--- src/rtl/exc_redirect_ctrl.sv ---
// Exception recovery sequencer: capture context, wait out stalls, commit to CP0, flush, redirect fetch.
// Latency: FLUSH_CYCLES+1 busy cycles without stall; waits in REDIRECT while fetch_ready_i is low.
module exc_redirect_ctrl #(
   parameter int unsigned FLUSH_CYCLES = 1
) (
   input  logic        clk,
   input  logic        rst,
   input  logic [31:0] excepttype_i,
   input  logic [31:0] newpc_i,
   input  logic [31:0] pcM_i,
   input  logic        is_in_delayslot_i,
   input  logic        stall_i,
   input  logic        fetch_ready_i,
   output logic        flush_o,
   output logic        busy_o,
   output logic        cp0_we_o,
   output logic        eret_o,
   output logic [31:0] cp0_exctype_o,
   output logic [31:0] cp0_epc_o,
   output logic        cp0_bd_o,
   output logic        pc_redirect_o,
   output logic [31:0] pc_target_o
);

   localparam logic [31:0] EXC_TYPE_NOEXC = 32'h0000_0000;
   localparam logic [31:0] EXC_TYPE_ERET  = 32'h0000_000e;
   localparam logic [3:0]  CNT_LAST       = 4'(FLUSH_CYCLES - 1);

   typedef enum logic [1:0] {
      IDLE,
      HOLD,
      COMMIT,
      REDIRECT
   } state_t;

   state_t      state_q;
   state_t      state_d;
   logic [3:0]  cnt_q;
   logic [31:0] exctype_q;
   logic [31:0] epc_q;
   logic [31:0] target_q;
   logic        bd_q;
   logic        pending;
   logic        capture;

   assign pending = (excepttype_i != EXC_TYPE_NOEXC);
   assign capture = (state_q == IDLE) && pending;

   always_ff @(posedge clk or posedge rst) begin
      if (rst) begin
         state_q   <= IDLE;
         cnt_q     <= 4'd0;
         exctype_q <= 32'd0;
         epc_q     <= 32'd0;
         target_q  <= 32'd0;
         bd_q      <= 1'b0;
      end else begin
         state_q <= state_d;
         // Counter runs only in COMMIT so it is always 0 on COMMIT entry.
         cnt_q   <= (state_q == COMMIT) ? cnt_q + 4'd1 : 4'd0;
         if (capture) begin
            exctype_q <= excepttype_i;
            target_q  <= newpc_i;
            bd_q      <= is_in_delayslot_i;
            epc_q     <= is_in_delayslot_i ? pcM_i - 32'd4 : pcM_i;
         end
      end
   end

   always_comb begin
      state_d       = state_q;
      flush_o       = 1'b0;
      busy_o        = 1'b0;
      cp0_we_o      = 1'b0;
      eret_o        = 1'b0;
      pc_redirect_o = 1'b0;
      case (state_q)
         IDLE: begin
            if (pending) state_d = stall_i ? HOLD : COMMIT;
         end
         HOLD: begin
            busy_o = 1'b1;
            if (!stall_i) state_d = COMMIT;
         end
         COMMIT: begin
            flush_o = 1'b1;
            busy_o  = 1'b1;
            if (cnt_q == 4'd0) begin
               cp0_we_o = (exctype_q != EXC_TYPE_ERET);
               eret_o   = (exctype_q == EXC_TYPE_ERET);
            end
            if (cnt_q == CNT_LAST) state_d = REDIRECT;
         end
         REDIRECT: begin
            flush_o       = 1'b1;
            busy_o        = 1'b1;
            pc_redirect_o = 1'b1;
            if (fetch_ready_i) state_d = IDLE;
         end
         default: state_d = IDLE;
      endcase
   end

   assign cp0_exctype_o = (state_q == IDLE) ? 32'd0 : exctype_q;
   assign cp0_epc_o     = (state_q == IDLE) ? 32'd0 : epc_q;
   assign cp0_bd_o      = (state_q == IDLE) ? 1'b0  : bd_q;
   assign pc_target_o   = (state_q == IDLE) ? 32'd0 : target_q;

endmodule

--- config.mk ---
export PLATFORM = sky130hd
export DESIGN_NAME = exc_redirect_ctrl
export DESIGN_NICKNAME = d
export VERILOG_FILES = /design/src/rtl/exc_redirect_ctrl.sv
export SDC_FILE = /design/constraint.sdc
export NUM_CORES = 1
export LEC_CHECK = 0
export CAP_MARGIN = 10
export CORE_MARGIN = 2
export CORE_UTILIZATION = 60
export CTS_CLUSTER_SIZE = 14
export DETAILED_ROUTE_END_ITERATION = 8
export DONT_BUFFER_PORTS = 1
export GPL_TIMING_DRIVEN = 0
export PLACE_DENSITY = 0.81
export SLEW_MARGIN = 20
export SYNTH_ARGS = -nofsm -noshare
export SYNTH_HDL_FRONTEND = slang
export SYNTH_SLANG_ARGS = --single-unit
export TNS_END_PERCENT = 10
--- constraint.sdc ---
create_clock -name clk -period 8 [get_ports clk]
set_input_delay 1.6 -clock clk [delete_from_list [all_inputs] [get_ports clk]]
set_output_delay 1.6 -clock clk [all_outputs]
set_load 0.03 [all_outputs]
# [Word level (Yosys, flattened, before mapping)]
# Cells that the tools add are included.
# Widths: inputs -> output; s select.
[op_classes] n_mux=19 n_eq_ne=9 n_reduce_logical=7 n_addsub=2
[ops] op="$mux 32" n=4
[ops] op="$eq 32x4->1 const B" n=1
[ops] op="$ne 32x4->1 const B" n=1
[ops] op="$reduce_bool 32->1" n=1
[ops] op="$sub 32x3->32 const B" n=1
[ops] op="$mux 2" n=5
[ops] op="$mux 1" n=8
[ops] op="$pmux 2 s4" n=1
[ops] op="$ne 2x2->1 const B" n=3
[ops] op="$add 4x1->4 const B" n=1
[ops] op="$eq 2x2->1 const B" n=2
[ops] op="$logic_not 4->1" n=1
[ops] op="$mux 4" n=1
[ops] op="$reduce_and 4->1" n=1
[ops] op="$reduce_or 3->1" n=1
[ops] op="$eq 2x1->1 const B" n=1
[ops] op="$logic_not 2->1" n=1
[ops] op="$ne 2x1->1 const B" n=1
[ops] op="$reduce_or 2->1" n=1
[ops] op="$logic_and 1x1->1" n=1
[totals] elab_cells=43 register_bits=103 inputBits=101 out_inout_bits=102

# [Logic depth before layout (Yosys ltp)]
[depth] ltp_word=3 ltp_mapped=8 ltp_nobuf=7

# [Worst setup path before layout]
# No wires, ideal clock.
[synth_path] kind="register -> output" from="register state_q[0]" to="output port cp0_epc_o[23]" stages_incl_launch_ff=7 t_arrival_ps=1694 path_buffers=3 required_ps=6400 setup_slack_ps=4706 cell_sequence="dfrtp_1 > inv_1 > ha_1 > clkbuf_1 > clkbuf_1 > clkbuf_1 > nor2b_1"
[synth_between] elab_chain_len=2
[synth_rtl] element="start: declaration" line_no="36" text="state_t state_q;"
[synth_rtl] element="start signal: assignment" line_no="58" text="state_q <= state_d;"
[synth_rtl] element="$logic_not 2->1" line_no="105" text="assign cp0_epc_o = (state_q == IDLE) ? 32'd0 : epc_q;"
[synth_rtl] element="$mux 32" line_no="105"
[synth_rtl] element="end: declaration" line_no="19" text="output logic [31:0] cp0_epc_o,"
# Every way passes these cells.

# [Final worst setup path]
[layout_path] from="register state_q[0]" to="output port cp0_epc_o[28]"
# The elaborated chain is that of the path after synthesis.

==> results.cfg <==
[routing]
postRouteAntennaNets = 0
drt_drc_violations_left = 0
drt-wirelength-per-cell_um = 19.2
drt_pre_antenna_iters = 4
vias = 3665
drt-initial-drc-count = 90
via_per_inst = 5.89
routed_wl_um = 11900

[layout]
layout_common_cells = dfrtp_1 (103), nor2b_1 (99), mux2_2 (67)
nets = 617
final_common_cell = dfrtp_1
fin_cells = 622
drive_gt1_share_pct = 20.4
antennaDiodeCount = 0
area_delta_synth_final_pct = 6.55
n_fill_cell = 704

[grt]
grt_max_degree = 53
overflow = 0
grt_pass1_wl_um = 19000
grt_usage_pct = 24.6
grt_antenna_before_repair = 0
grt_pass1_vias = 3840

[setup_path]
critPathCaptureType = primary output
critPathLaunch = state_q[0]
r2r-start = state_q[0]
timing.rr.end = state_q[1]
critPathKind = reg -> out
cp-start-kind = flip-flop
reg2reg_depth = 6
cp.required_ns = 6.40
critPathCapture = cp0_epc_o[28]
path_max_fanout = 10
rrSetupSlack_ns = 5.44
cp.arrival_ns = 2.76

[placement]
place.gp.congestion = 0.888
port_buffers = 0
place.detailed.instances = 606
dp_hpwl_um = 9210

[status]
status = finished clean

[timing]
finalHoldViolations = 0
final.setup.tns_ns = 0
worstMarginPinSlew_ns = 0.905
setup_violations = 0
period_share_pct = 54.5
finClkSkew_ns = 0.0108
max_freq_mhz = 229
rsz0062_at_grt = false
fin_crit_ns = 4.36
slew_viol_final = 0
relSlewSlack_pct = 39.2

[synthesis]
syn_nets = 605
yosysTopAreaCell = dfrtp_1
ys_ff_latch = 103
seq_area_frac_synth_pct = 48.4
syn_avg_cell_area_um2 = 10.7
synth_edf_count = 0
netlist_area_um2 = 5330
synth_cell_types = 37
synth_cells = 497
ys_warn_count = 0
synth_top_area_share_pct = 48.4
ys.flop_type = dfrtp_1
synthTopCellsByArea = dfrtp_1 (48%), mux2_2 (14%), nor2b_1 (12%), xnor2_1 (3.6%), o21ai_0 (2.7%)
async_flop_share_pct = 100

[clock_network]
htreeDepth = 3
clk_pin_slew_ns = 0.10
cts_setup_buffers = 0
cts_made_buffers = 9
cts.path.max_buffers = 2
hold_buffers = 0
clkLatencyLatePin_ns = 0.35
clock_sinks = 103
cts_resized = 0
root_buffer = clkbuf_8
cts_tree = built

[hold_path]
hold_path_class = reg -> reg

[pwr]
p_int_uw = 1370
seq_power_share_pct = 32.9
switching_power_uw = 1460
p_leak_uw = 0.00227
pwr-share-clk_pct = 10.7
power_density_nw_per_um2 = 498
switching_share_pct = 51.6
combPwrFrac_pct = 56.3
peakVddDrop_mv = 0.235

[floorplan]
die-area_um2 = 9650
die_x_um = 98.2
num_rows = 34
die_h_um = 98.2
initial_core_util_pct = 61.4
core_area_um2 = 8680
io_pins = 203

[run]
maxCapViolCount = 0
## cell usage after synthesis, types with 3 or more instances
master	n
nand4_1	5
dfrtp_1	103
nor4_1	20
inv_1	10
clkbuf_1	14
xnor2_1	22
nor2_1	12
mux2_2	67
or3_1	6
a21oi_1	4
nand2_1	38
xor2_1	7
o21ai_0	29
nor2b_1	99
and2_1	3
buf_2	11
nor3_1	17
ha_1	7
## layer usage
layer | part of all wire (%) | vias up | global-route usage (%)
li1 | - | 1711 | -
met1 | 40 | 1785 | 30.2
met2 | 50 | 153 | 42.3
met3 | 8.6 | 16 | 7.87
met4 | 1.5 | 0 | 6.53
met5 | 0 | - | 0
## power groups by stage
| stage | Clock, uW | Combinational, uW | Sequential (uW) |
|---|---|---|---|
| after global routing | 331 | 1700 | 961 |
| after global placement | 0 | 1570 | 919 |
| after floorplan | 0 | 1400 | 885 |
| after CTS | 310 | 1610 | 928 |
| after detailed placement | 0 | 1610 | 939 |
| final | 304 | 1590 | 930 |
## kinds of logic after synthesis
family | after synthesis | synth area share (%)
compound gates | 40 | 4.18
buf+inv | 35 | 2.72
flops | 103 | 48.4
mux | 68 | 14.3
fa+ha+maj | 7 | 1.64
simple gates | 215 | 24.0
xor+xnor | 29 | 4.77
## final cells by class
cell class	instances	area (um^2)	share of cell area (%)
multi-input combinational	359	2610	45.9
clock inverter	6	43.8	0.771
sequential	103	2580	45.4
buffer	25	108	1.90
clock buffer	10	138	2.42
timing repair buffer	1	27.5	0.485
tap	108	135	2.38
inverter	10	42.5	0.749
## worst max-delay path, stage by stage (launching register included)
cell and delay [ns]:
dfrtp_1 0.42, inv_1 0.09, ha_1 0.14, clkbuf_1 0.49, clkbuf_1 0.56, clkbuf_1 0.42, nor2b_1 0.27
## sequential cells by signal (all words and copies together) (netlist names)
name       cells
state_q        2
exctype_q     32
epc_q         32
target_q      32
bd_q           1
cnt_q          4
## stage by stage
step                setup slack, ns  hold WS (ns)  area (um^2)  utilization (%)  power, uW
floorplan                      3.70         0.442         5330                -       2290
global placement               2.74         0.455         5460             62.9       2490
detailed placement             4.00         0.463         5500             63.3       2550
CTS                            3.60         0.487         5680             65.4       2850
global route                   3.37         0.501         5680             65.4       3000
finish                         3.64         0.482         5680             65.4       2820
## worst min path at each step
stage | startpoint | to | cells after the start
after floorplan | epc_q[10] | epc_q[10] | 2
after global placement | epc_q[2] | epc_q[2] | 2
after detailed placement | epc_q[9] | epc_q[9] | 2
after CTS | epc_q[9] | epc_q[9] | 2
after global routing | epc_q[30] | epc_q[30] | 2
final | epc_q[7] | epc_q[7] | 2
(Power assumes the default switching activity.)
